File: src/rtl/freq_div_ctrl.sv
// Run-time controller for clock-enable frequency dividers: divisor handshake,
// start/stop FSM, and period-boundary ratio updates so no runt period is emitted.
module freq_div_ctrl #(
  parameter int WIDTH       = 8,
  parameter int DEFAULT_DIV = 10
) (
  input  logic             clk,
  input  logic             rst,
  input  logic             start,
  input  logic             stop,
  input  logic             cfg_valid,
  input  logic [WIDTH-1:0] cfg_div,
  output logic             cfg_ready,
  output logic             busy,
  output logic             div_out,
  output logic             tick,
  output logic             cfg_err
);

  typedef enum logic [1:0] {
    S_IDLE  = 2'd0,
    S_RUN   = 2'd1,
    S_DRAIN = 2'd2
  } state_t;

  state_t           r_state;
  logic [WIDTH-1:0] r_cnt;
  logic [WIDTH-1:0] r_cur_div;
  logic [WIDTH-1:0] r_pend_div;
  logic             r_pend_v;
  logic             r_cfg_err;

  logic [WIDTH-1:0] w_last;
  logic [WIDTH:0]   w_half;
  logic [WIDTH-1:0] w_cnt_nxt;
  logic             w_busy;
  logic             w_wrap;
  logic             w_go;
  logic             w_xfer;
  logic             w_div_ok;

  assign w_busy    = (r_state != S_IDLE);
  assign w_last    = r_cur_div - WIDTH'(1);
  assign w_wrap    = (r_cnt == w_last);
  assign w_cnt_nxt = w_wrap ? '0 : r_cnt + WIDTH'(1);
  // Extra bit keeps (N+1)/2 exact when N is the largest WIDTH-bit value.
  assign w_half    = ({1'b0, r_cur_div} + (WIDTH+1)'(1)) >> 1;
  assign w_go      = start & ~stop;
  assign w_xfer    = cfg_valid & ~r_pend_v;
  assign w_div_ok  = (cfg_div >= WIDTH'(2));

  assign busy      = w_busy;
  assign cfg_ready = ~r_pend_v;
  assign div_out   = w_busy & ({1'b0, r_cnt} >= w_half);
  assign tick      = w_busy & w_wrap;
  assign cfg_err   = r_cfg_err;

  always_ff @(posedge clk or posedge rst) begin
    if (rst) begin
      r_state    <= S_IDLE;
      r_cnt      <= '0;
      r_cur_div  <= WIDTH'(DEFAULT_DIV);
      r_pend_div <= '0;
      r_pend_v   <= 1'b0;
      r_cfg_err  <= 1'b0;
    end else begin
      r_cfg_err <= w_xfer & ~w_div_ok;

      case (r_state)
        S_IDLE: begin
          r_cnt <= '0;
          if (w_go) r_state <= S_RUN;
        end
        S_RUN: begin
          r_cnt <= w_cnt_nxt;
          if (stop) r_state <= S_DRAIN;
        end
        S_DRAIN: begin
          r_cnt <= w_cnt_nxt;
          if (w_go)        r_state <= S_RUN;
          else if (w_wrap) r_state <= S_IDLE;
        end
        default: begin
          r_cnt   <= '0;
          r_state <= S_IDLE;
        end
      endcase

      // Idle has no period to protect, so a divisor lands (or a leftover
      // pending one drains) immediately; while counting it waits for the wrap.
      if (r_state == S_IDLE) begin
        if (r_pend_v) begin
          r_cur_div <= r_pend_div;
          r_pend_v  <= 1'b0;
        end else if (w_xfer && w_div_ok) begin
          r_cur_div <= cfg_div;
        end
      end else begin
        if (w_wrap && r_pend_v) begin
          r_cur_div <= r_pend_div;
          r_pend_v  <= 1'b0;
        end
        if (w_xfer && w_div_ok) begin
          r_pend_div <= cfg_div;
          r_pend_v   <= 1'b1;
        end
      end
    end
  end

endmodule

File: config.mk
export PLATFORM = sky130hd
export DESIGN_NAME = freq_div_ctrl
export DESIGN_NICKNAME = d
export VERILOG_FILES = /design/src/rtl/freq_div_ctrl.sv
export SDC_FILE = /design/constraint.sdc
export NUM_CORES = 1
export LEC_CHECK = 0
export ABC_AREA = 1
export ABC_CLOCK_PERIOD_IN_PS = 2800
export BUFFER_PORTS_ARGS = -buffer_cell sky130_fd_sc_hd__buf_2
export CAP_MARGIN = 10
export CORE_MARGIN = 1
export CORE_UTILIZATION = 40
export CTS_CLUSTER_DIAMETER = 30
export DETAILED_ROUTE_END_ITERATION = 6
export GPL_ROUTABILITY_DRIVEN = 0
export HOLD_SLACK_MARGIN = 0.03
export PLACE_DENSITY = 0.56
export SETUP_SLACK_MARGIN = 0.2
export SLEW_MARGIN = 20
export SYNTH_ARGS = -nofsm -noshare
export SYNTH_HDL_FRONTEND = slang
export SYNTH_SLANG_ARGS = --single-unit
export TNS_END_PERCENT = 50
File: constraint.sdc
create_clock -name clk -period 2.8 [get_ports clk]
set_input_delay 0.14 -clock clk [delete_from_list [all_inputs] [get_ports clk]]
set_output_delay 0.14 -clock clk [all_outputs]
set_load 0.02 [all_outputs]
Yosys cells after proc, flatten, opt, wreduce, memory -nomap -nowiden --
Cells that the tools add are included.
Cells by class: multiplexer cells 14, bitwise operators 9, add/subtract/negate cells 3, reductions and logical operators 10, magnitude comparators 2, equality and inequality tests 7
Operator list (number):
- $mux 8 | 6
- $add 8x1->9 const B | 1
- $add 8x1->8 const B | 1
- $eq 8x8->1 | 1
- $ge 8x2->1 const B | 1
- $ge 8x8->1 | 1
- $mux 2 | 4
- $sub 8x1->8 const B | 1
- $pmux 2 s3 | 1
- $and 1x1->1 | 5
- $ne 2x2->1 const B | 2
- $not 1->1 | 4
- $reduce_and 2->1 | 2
- $reduce_bool 2->1 | 2
- $mux 1 | 3
- $ne 3x2->1 const B | 1
- $ne 3x3->1 const B | 1
- $reduce_and 3->1 | 1
- $reduce_bool 3->1 | 1
- $eq 2x1->1 const B | 1
- $eq 2x2->1 const B | 1
- $logic_and 1x1->1 | 2
- $logic_not 2->1 | 1
- $reduce_or 2->1 | 1
Word-level totals: register bits after elaboration 28, word-level logic and storage cells 51

Depth between registers and ports, before layout --
depth in word-level cells 6, depth in mapped cells 15, mapped depth without buffers 15

Worst setup path after synthesis --
OpenSTA, ideal clock, no wires.
path type reg-to-output, start point register r_cur_div[1], end point output port div_out, arrival 2.135 ns, setup slack 0.525 ns, buffers on the path 0, stages on the path, launching flop included 13, cell sequence dfstp_2 > inv_1 > nor4_1 > nand4_1 > xnor2_1 > inv_1 > ha_1 > nand2_1 > nor2_1 > nand4_1 > o2111ai_1 > nand2_1 > inv_1
On the way: cells in the longest elaborated chain, start to end 3
RTL lines:
- start: declaration | RTL line 28 | logic [WIDTH-1:0] r_cur_div;
- start signal: assignment | RTL line 62 | r_cur_div <= WIDTH'(DEFAULT_DIV);
- start signal: assignment | RTL line 93 | r_cur_div <= r_pend_div;
- start signal: assignment | RTL line 96 | r_cur_div <= cfg_div;
- $add 8x1->9 | RTL line 47 | assign w_half = ({1'b0, r_cur_div} + (WIDTH+1)'(1)) >> 1;
- $ge 8x8->1 | RTL line 54 | assign div_out = w_busy & ({1'b0, r_cnt} >= w_half);
- $and 1x1->1 | RTL line 54
- end: declaration | RTL line 15 | output logic div_out,
No other way between the ends.

Worst setup path in the final report --
start point register r_cur_div[3], end point output port div_out
Same word-level chain as after synthesis.

==> reports/metrics.csv <==
metric,value,unit
synth_seq_cells,28,
p_clk_frac,0.136,
initial_utilization,0.423,
drc_errors,0,
yosys.area.top_type,dfrtp_1,
critical_path.max_fanout,6,
status,completed,
hold_violations,0,
arrival,2.53,ns
drt-pass1-iter-count,4,
ir_drop,0.550,mV
dp_hpwl,3260,um
cts_tree,yes,
multi_input_area,1180,sq um
yosysWarnings,0,
power_density,1020,nW/um^2
place_inst,360,
path_clk_slew,0.10,ns
clockBufferDepth,2,
seqCellArea,703,sq um
power.internal,1.26,mW
place_area,2190,sq um
grt_pass1_vias,1694,
drt-total-wl,4210,um
seqPwrFrac,0.286,
setup_viol,0,
relSlewSlack,0.615,
yosys.area.top_type_share,0.319,
finalCriticalPeriod,2.67,ns
endpoint_kind,output port,
crit_required,2.66,ns
total_power,2.41,mW
yosys-top-cells-area,"dfrtp_1 32%, nand2_1 14%, ha_1 9.8%, inv_1 8.3%, nand3_1 6.1%",
startpoint_type,flop,
synth_area,2040,sq um
combPwrFrac,0.578,
path_class,reg2out,
grt_max_degree,28,
chipWidth,73.4,um
syn_nets,307,
die_area,5380,sq um
layout-drive-gt1-share,0.191,
fin_crit_sh,0.952,
tightest_slew,0.576,ns
first_iter_violations,104,
holdWs,0.0827,ns
fin_cells,370,
worstSkewPairLatency,0.28,ns
cp-startpoint,r_cur_div[3],
max_freq,375,MHz
synth_cell_types,31,
r2r-start,r_cur_div[1],
io_pins,18,
ant_nets,0,
final.fill_count,511,
switching_share,0.477,
design_area,2370,sq um
hp-start,cfg_valid,
via_per_inst,4.65,
track_usage,0.180,
grt_pass1_wl,7510,um
slew_viol_final,0,
static-leakage-power,1.27,nW
num-nets-final,333,
cts_buffers,3,
final_util,0.491,
vias,1722,
areaGrowthSynthToFinish,16.1,%
avgSynthCellArea,7.33,sq um
final_common_cell,nand2_1,
overflow,0,
finClkSkew,0.00472,ns
postSynthCellCount,278,
rows,25,
clock-root-buffer,clkbuf_8,
rsz0062_at_grt,yes,
cts.sinks,28,
io_buffer_count,17,
fp.coreArea,4820,sq um
die_h,73.4,um
hold_class,in2reg,
num_antenna_cells,0,
yosysSeqAreaShare,0.345,
p_switching,1.15,mW
cts.htree.levels,1,
layout_common_cells,"74 x nand2_1, 41 x inv_1, 26 x dfrtp_1",
antenna_found_initial,0,
drv_cap,0,
wl_per_cell,11.4,um
## critical path, stage by stage, from the launching register on
cell	delay, ns
dfstp_2	0.61
inv_4	0.07
nor4_4	0.31
nand4_1	0.15
xnor2_1	0.16
inv_1	0.09
ha_4	0.28
nand2_4	0.05
buf_4	0.12
o2111ai_1	0.16
nand2_1	0.08
inv_2	0.06
buf_6	0.11
## flip-flops by register name, indices dropped and copies added, names as in the netlist
signal,count
r_cur_div,8
r_pend_div,8
r_cnt,8
r_pend_v,1
cfg_err,1
r_state,2
## path summary, 6_finish.rpt
check	to	slack [ns]	cells after the start
max	div_out	0.13	12
min	cfg_err	0.08	3
max reg2reg	r_state[1]	0.64	15
min reg2reg	cfg_err	0.46	1
max in group asynchronous	r_cur_div[3]	1.79	4
min in group asynchronous	r_state[1]	0.45	3
## kinds of logic after synthesis
kind of cell             count (synthesis)  synth area share
XOR/XNOR                                 9            0.0424
buffers and inverters                   51             0.100
AND/OR/NAND/NOR                        145             0.336
AO/OA/AOI/OAI                           29            0.0786
adder cells (fa/ha/maj)                 16            0.0982
flip-flops                              28             0.345
## power groups by stage
stage | logic [mW] | clock network [mW] | registers [mW]
3_5_place_dp | 1.30 | 0 | 0.700
4_1_cts | 1.37 | 0.332 | 0.687
6_report | 1.39 | 0.327 | 0.690
2_1_floorplan | 1.08 | 0 | 0.655
5_1_grt | 1.62 | 0.345 | 0.713
3_3_place_gp | 1.29 | 0 | 0.697
## metrics by stage
step	setup TNS, ns	setup slack, ns
final	0	0.134
after floorplan	0	0.525
after CTS	0	0.150
after global placement	0	0.283
after detailed placement	0	0.231
after global routing	-0.0711	-0.0711
## repair_timing
item / in CTS / in global routing
hold buffers: 0 / 1
pin swaps: 7 / 8
setup buffers: 4 / 1
resized for setup: 6 / 8
setup endpoints to repair: 1 / 1
endpoints found under the hold margin: 0 / 26
## cell usage after synthesis
cell / instances
o21ai_2: 3
nand2_8: 2
xor2_1: 6
nor2_1: 22
nand2_4: 1
buf_6: 1
xnor2_1: 2
o21ai_0: 17
dfstp_2: 2
nor3_1: 3
ha_1: 16
o2111ai_1: 1
nor2_4: 2
nand3_2: 3
nand2_2: 2
or2_2: 2
buf_4: 1
xor2_2: 1
nand4_1: 3
a21oi_1: 8
clkbuf_1: 1
nand3_1: 25
inv_2: 1
nand2_1: 75
nor2_2: 2
buf_2: 1
clkinv_1: 1
nand3b_1: 1
inv_1: 45
dfrtp_1: 26
nor4_1: 2
## routing by layer
metal | GRT usage | part of all wire | vias up
li1 | - | - | 925
met3 | 0.0165 | 0.027 | 4
met1 | 0.255 | 0.51 | 777
met4 | 0.0449 | 0.010 | 0
met5 | 0 | 0 | -
met2 | 0.295 | 0.45 | 16
## area by class of cell
class	instances	area share
tap	67	0.0354
multi-input combinational	199	0.497
clock buffer	3	0.0174
inverter	47	0.0756
clock inverter	1	0.0127
sequential	28	0.297
timing repair buffer	25	0.0650
Power figures use the tool's default switching activity.
